===== src/rtl/mdio_master_pkg.sv =====
// Shared MDIO Clause 22 definitions: opcodes, field widths, FSM states and
// field sequencing helpers used by the MAC-side master.
package mdio_master_pkg;

    localparam logic [1:0] OP_READ  = 2'b10;
    localparam logic [1:0] OP_WRITE = 2'b01;
    localparam logic [1:0] ST_CODE  = 2'b01;
    localparam logic [1:0] TA_WRITE = 2'b10;

    localparam int PHYAD_BITS = 5;
    localparam int REGAD_BITS = 5;
    localparam int TA_BITS    = 2;
    localparam int DATA_BITS  = 16;

    typedef enum logic [3:0] {
        S_IDLE,
        S_PRE,
        S_ST,
        S_OP,
        S_PHYAD,
        S_REGAD,
        S_TA,
        S_DATA,
        S_DONE
    } mdio_state_e;

    // Field order on the wire; DATA is followed by the completion cycle.
    function automatic mdio_state_e next_field(input mdio_state_e s);
        mdio_state_e n;
        case (s)
            S_PRE:   n = S_ST;
            S_ST:    n = S_OP;
            S_OP:    n = S_PHYAD;
            S_PHYAD: n = S_REGAD;
            S_REGAD: n = S_TA;
            S_TA:    n = S_DATA;
            S_DATA:  n = S_DONE;
            default: n = S_IDLE;
        endcase
        return n;
    endfunction

    // Bit counter reload value (index of the first, most significant bit).
    function automatic logic [4:0] field_msb(input mdio_state_e s, input int pre_bits);
        logic [4:0] m;
        case (s)
            S_PRE:      m = 5'(pre_bits - 1);
            S_ST, S_OP: m = 5'd1;
            S_PHYAD:    m = 5'(PHYAD_BITS - 1);
            S_REGAD:    m = 5'(REGAD_BITS - 1);
            S_TA:       m = 5'(TA_BITS - 1);
            S_DATA:     m = 5'(DATA_BITS - 1);
            default:    m = 5'd0;
        endcase
        return m;
    endfunction

endpackage


===== src/rtl/mdio_master_mdc_gen.sv =====
// MDC divider: DIV system clocks per half-period, low half first after clear.
// rise_tick_o/fall_tick_o flag the last cycle before MDC goes high/low.
module mdio_mdc_gen #(
    parameter int DIV = 25
) (
    input  logic clk,
    input  logic clear_i,
    input  logic en_i,
    output logic mdc_o,
    output logic rise_tick_o,
    output logic fall_tick_o
);

    localparam logic [7:0] RELOAD = 8'(DIV - 1);

    logic [7:0] cnt_q;
    logic       mdc_q;
    logic       terminal;

    assign terminal    = en_i && (cnt_q == 8'd0);
    assign rise_tick_o = terminal && !mdc_q;
    assign fall_tick_o = terminal && mdc_q;
    assign mdc_o       = mdc_q;

    // Half-period counter; clear restarts a full low half-period.
    always_ff @(posedge clk) begin
        if (clear_i) begin
            cnt_q <= RELOAD;
            mdc_q <= 1'b0;
        end else if (en_i) begin
            if (cnt_q == 8'd0) begin
                cnt_q <= RELOAD;
                mdc_q <= ~mdc_q;
            end else begin
                cnt_q <= cnt_q - 8'd1;
            end
        end
    end

endmodule


===== src/rtl/mdio_master.sv =====
// MAC-side MDIO master: turns one bus request into a Clause 22 frame,
// drives MDIO with a separate enable and captures read data from the PHY.
module mdio_master
    import mdio_master_pkg::*;
#(
    parameter int DIV           = 25,
    parameter int PREAMBLE_BITS = 32
) (
    input  logic        clk,
    input  logic        rst,
    input  logic        cyc,
    input  logic        stb,
    input  logic        we,
    input  logic [4:0]  phyad,
    input  logic [4:0]  addr,
    input  logic [15:0] data_write,
    output logic        ack,
    output logic        err,
    output logic [15:0] data_read,
    output logic        mdc,
    output logic        mdo,
    output logic        mdo_valid,
    input  logic        mdi
);

    mdio_state_e state_q, state_d;
    logic [4:0]  bitcnt_q, bitcnt_d;
    logic        live_q, live_d;
    logic        taerr_q, taerr_d;
    logic [15:0] rx_q, rx_d;
    logic [15:0] rdata_q, rdata_d;
    logic        mdo_q, mdo_d;
    logic        oe_q, oe_d;
    logic        ack_q, ack_d;
    logic        err_q, err_d;

    logic        we_q;
    logic [4:0]  phyad_q;
    logic [4:0]  addr_q;
    logic [15:0] wdata_q;
    logic [1:0]  op_q;

    logic req, start, busy, rise_tick, fall_tick;

    assign req  = cyc && stb;
    assign busy = (state_q != S_IDLE) && (state_q != S_DONE);
    assign op_q = we_q ? OP_WRITE : OP_READ;

    mdio_mdc_gen #(.DIV(DIV)) u_mdc (
        .clk         (clk),
        .clear_i     (rst || start),
        .en_i        (busy),
        .mdc_o       (mdc),
        .rise_tick_o (rise_tick),
        .fall_tick_o (fall_tick)
    );

    // Frame sequencing: field/bit advance on MDC fall, mdi capture on MDC rise.
    always_comb begin
        state_d  = state_q;
        bitcnt_d = bitcnt_q;
        live_d   = live_q;
        taerr_d  = taerr_q;
        rx_d     = rx_q;
        rdata_d  = rdata_q;
        ack_d    = 1'b0;
        err_d    = 1'b0;
        start    = 1'b0;
        case (state_q)
            S_IDLE: begin
                if (req) begin
                    start    = 1'b1;
                    live_d   = 1'b1;
                    taerr_d  = 1'b0;
                    state_d  = (PREAMBLE_BITS > 0) ? S_PRE : S_ST;
                    bitcnt_d = field_msb(state_d, PREAMBLE_BITS);
                end
            end
            S_DONE: state_d = S_IDLE;
            default: begin
                // A requester that lets go mid-frame gets no completion pulse.
                if (!req) live_d = 1'b0;
                if (rise_tick && !we_q) begin
                    if (state_q == S_TA && bitcnt_q == 5'd0) taerr_d = mdi;
                    if (state_q == S_DATA) rx_d = {rx_q[14:0], mdi};
                end
                if (fall_tick) begin
                    if (bitcnt_q != 5'd0) begin
                        bitcnt_d = bitcnt_q - 5'd1;
                    end else begin
                        state_d  = next_field(state_q);
                        bitcnt_d = field_msb(state_d, PREAMBLE_BITS);
                        if (state_q == S_DATA && live_d) begin
                            err_d = !we_q && taerr_q;
                            ack_d = we_q || !taerr_q;
                            if (!we_q) rdata_d = rx_q;
                        end
                    end
                end
            end
        endcase
    end

    // Pin values for the bit about to be on the wire; reads release at TA.
    always_comb begin
        mdo_d = 1'b1;
        oe_d  = 1'b0;
        case (state_d)
            S_PRE:   oe_d = 1'b1;
            S_ST:    begin oe_d = 1'b1; mdo_d = ST_CODE[bitcnt_d[0]]; end
            S_OP:    begin oe_d = 1'b1; mdo_d = op_q[bitcnt_d[0]]; end
            S_PHYAD: begin oe_d = 1'b1; mdo_d = phyad_q[bitcnt_d[2:0]]; end
            S_REGAD: begin oe_d = 1'b1; mdo_d = addr_q[bitcnt_d[2:0]]; end
            S_TA:    begin oe_d = we_q; mdo_d = we_q ? TA_WRITE[bitcnt_d[0]] : 1'b1; end
            S_DATA:  begin oe_d = we_q; mdo_d = we_q ? wdata_q[bitcnt_d[3:0]] : 1'b1; end
            default: ;
        endcase
    end

    // State and output registers; reset abandons any frame in flight.
    always_ff @(posedge clk) begin
        if (rst) begin
            state_q  <= S_IDLE;
            bitcnt_q <= 5'd0;
            live_q   <= 1'b0;
            taerr_q  <= 1'b0;
            rx_q     <= 16'h0;
            rdata_q  <= 16'h0;
            mdo_q    <= 1'b1;
            oe_q     <= 1'b0;
            ack_q    <= 1'b0;
            err_q    <= 1'b0;
        end else begin
            state_q  <= state_d;
            bitcnt_q <= bitcnt_d;
            live_q   <= live_d;
            taerr_q  <= taerr_d;
            rx_q     <= rx_d;
            rdata_q  <= rdata_d;
            mdo_q    <= mdo_d;
            oe_q     <= oe_d;
            ack_q    <= ack_d;
            err_q    <= err_d;
        end
    end

    // Request fields are captured once at acceptance and frozen for the frame.
    always_ff @(posedge clk) begin
        if (rst) begin
            we_q    <= 1'b0;
            phyad_q <= 5'd0;
            addr_q  <= 5'd0;
            wdata_q <= 16'h0;
        end else if (start) begin
            we_q    <= we;
            phyad_q <= phyad;
            addr_q  <= addr;
            wdata_q <= data_write;
        end
    end

    assign ack       = ack_q;
    assign err       = err_q;
    assign data_read = rdata_q;
    assign mdo       = mdo_q;
    assign mdo_valid = oe_q;

endmodule


===== config.mk =====
export PLATFORM = sky130hd
export DESIGN_NAME = mdio_master
export DESIGN_NICKNAME = d
export VERILOG_FILES = /design/src/rtl/mdio_master_pkg.sv /design/src/rtl/mdio_master_mdc_gen.sv /design/src/rtl/mdio_master.sv
export SDC_FILE = /design/constraint.sdc
export NUM_CORES = 1
export LEC_CHECK = 0
export CORE_MARGIN = 10
export CORE_UTILIZATION = 44
export DETAILED_ROUTE_END_ITERATION = 16
export PLACE_DENSITY = 0.69
export SKIP_LAST_GASP = 1
export SLEW_MARGIN = 20
export SYNTH_ARGS = -nofsm -noshare
export SYNTH_HDL_FRONTEND = slang
export SYNTH_HIERARCHICAL = 1
export SYNTH_SLANG_ARGS = --single-unit
export TNS_END_PERCENT = 100

===== constraint.sdc =====
create_clock -name clk -period 3.1 [get_ports clk]
set_input_delay 0.31 -clock clk [delete_from_list [all_inputs] [get_ports clk]]
set_output_delay 0.31 -clock clk [all_outputs]
set_load 0.01 [all_outputs]

* After elaboration in Yosys (flattened, before gate mapping)
Cells that the tools add are included.
** Cells by class
- Order comparisons :: 3
- Muxes and demuxes :: 41
- Add/sub/neg operators :: 2
- Reductions and logical operators :: 34
- Equal/unequal tests :: 24
- Bitwise gates (word level) :: 7
** Operators with widths (number)
- equality test 4 x 3 -> 1 bit, second input constant :: 12
- case mux 4 bit (7 select lines) :: 1
- equality test 4 x 2 -> 1 bit, second input constant :: 6
- two-way mux 4 bit :: 6
- case mux 5 bit (4 select lines) :: 1
- two-way mux 1 bit :: 19
- two-way mux 5 bit :: 3
- equality test 4 x 1 -> 1 bit, second input constant :: 3
- case mux 5 bit (2 select lines) :: 1
- logical AND 1 bit :: 9
- zero test 8 bit :: 1
- two-way mux 8 bit :: 1
- case mux 4 bit (2 select lines) :: 1
- subtractor 8 x 1 -> 8 bit, second input constant :: 1
- NOT 1 bit :: 7
- binary-select mux 1 bit (select 3 bit) :: 2
- case mux 1 bit (2 select lines) :: 3
- case mux 1 bit (6 select lines) :: 1
- AND reduction 3 bit :: 2
- nonzero test 2 bit :: 3
- OR reduction 2 bit :: 3
- OR reduction 6 bit :: 1
- zero test 5 bit :: 1
- less-than comparator 4 x 5 -> 1 bit, second input constant :: 1
- 18 further kinds :: 22
** Word-level totals
- Flip-flop bits (word level) :: 83
- Word-level logic and storage cells :: 128
- Output and inout port bits :: 21
- Input port bits :: 32

* Longest topological paths before layout
- Depth after elaboration :: 16
- Gate-level depth with buffers :: 17

* Hierarchy
The synthesis kept the hierarchy.
** By module, submodules not included
- mdio_master :: cells an instance 414, seq. area each 1481.4 µm², area each 3453.3 µm², times used 1
- mdio_mdc_gen :: cells an instance 49, seq. area each 180.2 µm², area each 435.4 µm², times used 1

* Worst setup path before layout
OpenSTA, ideal clock, no wires.
- Path type :: register -> register
- Start point :: register state_q[0]
- End point :: register mdo_q (netlist: mdo)
- Library setup time :: 0.080 ns
- Cell stages (with the launch flop) :: 17
- Slack :: -0.276 ns
- Buffers on the path :: 2
- Data arrival time :: 3.296 ns
- Path through :: dfxtp_1 buf_6 nor3_4 inv_1 and3b_1 and3_1 and2_1 nor2b_1 a211oi_2 a31oi_1 buf_6 inv_1 ha_1 or4_1 o2111ai_1 a31oi_1 o2111ai_2
** On the way
- Elaborated cells on any way between the ends :: 56
- Classes of those cells :: eq/ne (22); mux (27); reduce/logical (7)
** RTL lines
- from (decl) :: RTL line mdio_master.sv:26 : mdio_state_e state_q, state_d;
- from (signal assigned) :: RTL line mdio_master.sv:134 : state_q <= state_d;
- inequality test 4 bit / nonzero test 4 bit (equally long branches) :: RTL line mdio_master.sv:46 : assign busy = (state_q != S_IDLE) && (state_q != S_DONE);
- logical AND 1 bit * :: RTL line mdio_master.sv:46
- via busy :: RTL line mdio_master.sv:43 : logic req, start, busy, rise_tick, fall_tick;
- logical AND 1 bit * :: RTL line mdio_master_mdc_gen.sv:20 : assign terminal = en_i && (cnt_q == 8'd0);
- logical AND 1 bit * :: RTL line mdio_master_mdc_gen.sv:22 : assign fall_tick_o = terminal && mdc_q;
- via fall_tick :: RTL line mdio_master.sv:43
- two-way mux 5 bit :: RTL line mdio_master.sv:87 : if (fall_tick) begin
- case mux 5 bit (2 select lines) :: RTL line mdio_master.sv:69 : case (state_q)
- binary-select mux 1 bit (select 4 bit) / two-way mux 1 bit (equally long branches) :: RTL line mdio_master.sv:115, mdio_master.sv:114
- two-way mux 1 bit, on equally long branches (2 in a row) :: RTL line mdio_master.sv:115, mdio_master.sv:114
- case mux 1 bit (6 select lines) * :: RTL line mdio_master.sv:108 : case (state_d)
- to (signal assigned) :: RTL line mdio_master.sv:140 : mdo_q <= mdo_d;
- to (decl) :: RTL line mdio_master.sv:32 : logic mdo_q, mdo_d;
Mark *: on every way through the listed nets, which the timed path passes. The rest lies on a longest branch. The select of a mux whose other input is x is not followed.
A chain may end at the register's enable or synchronous reset.

* Worst setup path after layout
- Start point :: register u_mdc.cnt_q[0]
- End point :: register mdo_q (netlist: mdo)
** On the way
- Word-level cells in the longest chain between the ends :: 9
- Elaborated cells on any way between the ends :: 28
- Classes of those cells :: eq/ne (6); mux (19); reduce/logical (3)
** RTL lines
- from (decl) :: RTL line mdio_master_mdc_gen.sv:16 : logic [7:0] cnt_q;
- from (signal assigned) :: RTL line mdio_master_mdc_gen.sv:35 : cnt_q <= cnt_q - 8'd1;
- zero test 8 bit * :: RTL line mdio_master_mdc_gen.sv:20
- logical AND 1 bit * :: RTL line mdio_master_mdc_gen.sv:20
- logical AND 1 bit * :: RTL line mdio_master_mdc_gen.sv:22
- via fall_tick :: RTL line mdio_master.sv:43
- two-way mux 5 bit :: RTL line mdio_master.sv:87
- case mux 5 bit (2 select lines) :: RTL line mdio_master.sv:69
- binary-select mux 1 bit (select 4 bit) / two-way mux 1 bit (equally long branches) :: RTL line mdio_master.sv:115, mdio_master.sv:114
- two-way mux 1 bit, on equally long branches (2 in a row) :: RTL line mdio_master.sv:115, mdio_master.sv:114
- case mux 1 bit (6 select lines) * :: RTL line mdio_master.sv:108
Marked as above.

==> flow_metrics.tcl <==
set metrics [dict create \
    status "completed" \
    gp_congestion 0.895 \
    multi_input_area_um2 2080 \
    core_area_um2 8680 \
    path_clk_slew_ns 0.09 \
    async_reset_ff_frac 0 \
    drc 0 \
    grt_pass1_vias 3426 \
    start_kind "register" \
    hold_slack_ns 0.283 \
    vias 3440 \
    dp_hpwl_um 6950 \
    yosysMostFrequentCell "nand2_1" \
    cts_buffers 9 \
    rows 34 \
    post-route-period-util 0.937 \
    endpoint_kind "register" \
    fin_tns_setup_ns 0 \
    num_antenna_cells 0 \
    grt_pass1_wl_um 16400 \
    antenna_found_initial 0 \
    synth_cell_types 73 \
    ys_ff_latch 83 \
    synth_top_area_frac 0.427 \
    synthTopCellsByCount "nand2_1 (99), dfxtp_1 (83), a21oi_1 (52)" \
    clockRootBuffer "clkbuf_8" \
    clockBufferDepth 2 \
    fillers 823 \
    track_usage 0.150 \
    fin_crit_ns 2.90 \
    cp.required_ns 3.39 \
    synth_area_um2 3890 \
    avgSynthCellArea_um2 8.40 \
    critPathMaxFanout 8 \
    power.density_nw_per_um2 479 \
    synth_top_cell_by_area "dfxtp_1" \
    cts_sinks 83 \
    port_buffers 52 \
    slew_headroom 0.633 \
    wl_um 9490 \
    setup_viol 0 \
    synth-edff-count 0 \
    yosysSeqAreaShare 0.427 \
    fmax_ghz 0.344 \
    worstSetupPathType "register to register" \
    htree_levels 3 \
    cts_tree "built" \
    final_antenna_net_count 0 \
    initial_core_util 0.448 \
    ys_warn_count 6 \
    insertion_delay_ns 0.36 \
    hold_violations 0 \
    p_leak_nw 1.64 \
    postCtsSetupBuffers 0 \
    hp-class "input pin to register" \
    fin_nets 553 \
    firstDrtPassIters 4 \
    grt_overflow 0 \
    via_per_inst 5.45 \
    synthCells 463 \
    ioPinCount 53 \
    synth_area_leaders "dfxtp_1 (43%), nand2_1 (9.6%), a21oi_1 (6.7%)" \
    layout.area.seq_um2 1660 \
    ys.flop_type "dfxtp_1" \
    ir_worst_vdd_uv 225 \
    dpl_cell_area_um2 4570 \
    skew_ns 0.00859 \
    design_area_um2 4790 \
    layout-area-overhead-vs-synth_pct 23.2 \
    grt_max_degree 38 \
    drive_gt1_frac 0.136 \
    synth_fp_nets 498 \
    drv_slew 0 \
    worst_pin_slew_ns 0.546 \
    worstPathArrival_ns 3.19 \
    post_drt_wl_per_cell_um 15.0 \
    cap_violations 0 \
    drt_iter0_drc 243 \
    dieArea_um2 13000 \
    die-width_um 114 \
    fp.dieH_um 114 \
]
==> cell type report <==
class | instances | area share
repair buffers | 73 | 0.141
inverters | 14 | 0.0115
multi-input cells | 337 | 0.435
well taps | 108 | 0.0282
clock inverters | 7 | 0.0123
clock buffers | 9 | 0.0259
flip-flops and latches | 83 | 0.347
==> through the flow <==
| stage | power (W) | worst slack, ns | util | instances |
|---|---|---|---|---|
| final | 0.00229 | 0.196 | 0.552 | 631 |
| after global routing | 0.00241 | -0.00113 | 0.552 | 631 |
| after CTS | 0.00230 | 0.102 | 0.548 | 631 |
| after detailed placement | 0.00156 | 0.119 | 0.527 | 615 |
| after global placement | 0.00155 | 0.261 | 0.527 | 615 |
| after floorplan | 0.00142 | 0.0189 | - | 463 |
==> path summary, 6_finish.rpt <==
kind	start	to	slack, ns	cells after the start
worst max-delay path	u_mdc/cnt_q[0]$_SDFFE_PP0P_	mdo$_SDFF_PP1_	0.20	12
worst min-delay path	rst	mdo_valid$_SDFF_PP0_	0.28	4
worst max register to register	u_mdc/cnt_q[0]$_SDFFE_PP0P_	mdo$_SDFF_PP1_	0.20	12
worst min register to register	data_read[7]$_SDFFE_PP0P_	data_read[7]$_SDFFE_PP0P_	0.45	2
==> placed cells by master (no fill, tap or decap), types with 4 or more instances in the layout <==
cell | Yosys | routed
o31ai_1 | 5 | 5
a21oi_1 | 52 | 52
clkbuf_8 | 0 | 9
mux2i_1 | 22 | 22
o21ai_0 | 8 | 7
nand4_1 | 5 | 5
dfxtp_1 | 83 | 83
clkdlybuf4s50_1 | 0 | 51
buf_4 | 0 | 21
or4_1 | 4 | 4
nand2_1 | 99 | 99
inv_1 | 14 | 13
nand3_1 | 7 | 7
or3_1 | 5 | 5
a211oi_1 | 9 | 9
a31oi_1 | 5 | 4
nor2_1 | 32 | 31
nor3_1 | 7 | 7
==> flip-flops by register name, summed over array words and instances (netlist names) <==
name         flops
rx_q            16
bitcnt_q         5
u_mdc/cnt_q      8
addr_q           5
data_read       16
mdo              1
wdata_q         16
u_mdc/mdc_o      1
mdo_valid        1
we_q             1
err              1
taerr_q          1
phyad_q          5
live_q           1
ack              1
state_q          4
==> power by group <==
group          switching, W  total [W]  internal (W)
sequential        0.0000377    0.00114       0.00110
combinational      0.000220   0.000408      0.000188
clock              0.000438   0.000743      0.000305
total              0.000695    0.00229       0.00160
==> routing by layer <==
metal	wire, µm	global-route usage
met1	4470	0.198
met2	4470	0.232
met3	454	0.0320
met4	92	0.0627
met5	0	0
==> kinds of logic after synthesis <==
logic type	count (synthesis)	share of synthesized area
and+or+nand+nor	190	0.240
xor gates and xnor gates	3	0.00676
buffers and inverters	43	0.0489
muxes	26	0.0692
DFF	83	0.427
AOI/OAI and AO/OA	115	0.199
adders and majority gates	3	0.00965
==> timing repair <==
action | CTS | global route
hold buffers | 0 | 0
gates resized for setup | 0 | 10
endpoints found under the setup margin | 0 | 1
==> worst max-delay path, stage by stage (launching register included) <==
cell       delay (ns)
dfxtp_1          0.38
inv_1            0.06
ha_1             0.21
and3b_1          0.19
and3_4           0.17
and2_4           0.18
o31a_1           0.14
a211oi_4         0.38
a21o_2           0.25
a211oi_2         0.09
a2111oi_0        0.49
nor4bb_2         0.11
o2111ai_2        0.17
Power figures use the tool's default switching activity.
==> RTL edit: new RTL, same flow settings <==
Remove the register `err_q`: a continuous assignment takes its place, so the output `err` follows one clock earlier.
--- a/src/rtl/mdio_master.sv
+++ b/src/rtl/mdio_master.sv
@@ -130,5 +130,4 @@
             oe_q     <= 1'b0;
             ack_q    <= 1'b0;
-            err_q    <= 1'b0;
         end else begin
             state_q  <= state_d;
@@ -141,7 +140,8 @@
             oe_q     <= oe_d;
             ack_q    <= ack_d;
-            err_q    <= err_d;
         end
     end
+
+    assign err_q = err_d;
 
     // Request fields are captured once at acceptance and frozen for the frame.
Formal check against the unedited RTL: same outputs for any inputs over 10 cycles, from zero or initial values and one cycle with rst high; that may be too few to reach the edited logic, so the function may still have changed.
==> RTL edit against the unedited design <==
Sequential share of layout area down 0.10 points. Sequential cell count decreased by 1. Routed wire length decreased by 0.56%. Die area decreased by 1.6%. Power decreased by 7.0%. Setup slack worse by 0.061 ns. Final cell count is 0.79% lower. Area after synthesis down 2.0%. Non-clock buffer count is 4 higher. Cell area shrank 0.76%. Maximum frequency down 2.1%.
==> RTL edit: results (changes against the unedited design) <==
==================================================================================
Status                                                                finished, final reports clean
Detailed placement HPWL                                                    6600 um   -5.0%
Number of placed instances, taps included                                      604   -1.8%
Top post-synthesis cells by count                                     97 x sky130_fd_sc_hd__nand2_1, 82 x sky130_fd_sc_hd__dfxtp_1, 55 x sky130_fd_sc_hd__a21oi_1
Share of final-layout standard cells stronger than drive strength 1          0.142   +0.00628
Met1 capacity usage during global routing                                    0.188   -0.0101
Critical-path maximum fanout                                                     6   -2
Slowest stage delay, CP                                                    0.56 ns   +0.07 ns
Largest net degree at the start of global routing                               53   +39%
Internal Power                                                             1.52 mW   -4.6%
Net count of the finished layout                                               551   -0.36%
Total global-route track usage                                               0.144   -0.00592
Met3 usage                                                                  0.0380   +0.00601
Via count of the first global-routing pass                                    3275   -4.4%
Buffer share of cell area                                                    0.148   +0.00712
Switch Pwr                                                                0.608 mW   -13%
Pleak                                                                      1.62 nW   -1.2%
Resized cells post-CTS                                                           2   +2
Hold Path Cell Cnt                                                               2   -2
Worst Hold Slack                                                          0.362 ns   +0.0795 ns
Mean routed wirelength per cell                                            15.1 um   +0.24%
Wire length of the first global-routing pass                              15600 um   -4.9%
Final worst-path setup slack                                              0.135 ns   -0.0614 ns
Clock buf/inv share                                                         0.0371   -0.00102
Routing usage on met2                                                        0.219   -0.0127
Worst Max-Slew Pin Slew                                                   0.718 ns   +0.172 ns
Fraction of standard cell area in multi-input logic                          0.433   -0.00168
Master of the slowest instance on the critical path                   sky130_fd_sc_hd__or4_4
Clock Buffer Count                                                              10   +1
Ranking of synthesized cells by area                                  sky130_fd_sc_hd__dfxtp_1 43%, sky130_fd_sc_hd__nand2_1 9.6%, sky130_fd_sc_hd__a21oi_1 7.2%, sky130_fd_sc_hd__mux2i_1 6.0%, sky130_fd_sc_hd__nor2_1 3.1%
==================================================================================
RTL edit: cell types whose count changed in the layout (fill, tap and decap cells not counted), moves of 4 or more:
cell                       before  now
sky130_fd_sc_hd__a211oi_1       9    2
sky130_fd_sc_hd__buf_4         21   25
sky130_fd_sc_hd__o21ai_0        7   11
sky130_fd_sc_hd__nor3_1         7   14
sky130_fd_sc_hd__nand4_1        5    1
sky130_fd_sc_hd__a221oi_1       0    5
RTL edit: cells by family after synthesis:
group,count (synthesis),share of synthesized area
AO/OA/AOI/OAI,116,0.207
adder cells (fa/ha/maj),3,0.00985
buffers and inverters,41,0.0456
multiplexers,23,0.0604
flip-flops,82,0.431
AND/OR/NAND/NOR,189,0.240
XOR/XNOR,3,0.00689
RTL edit: metal layers:
layer / part of all wire / wire [um]
met3: 0.055 / 517
met5: 0 / 0
met1: 0.49 / 4610
met4: 0.017 / 160
met2: 0.44 / 4150
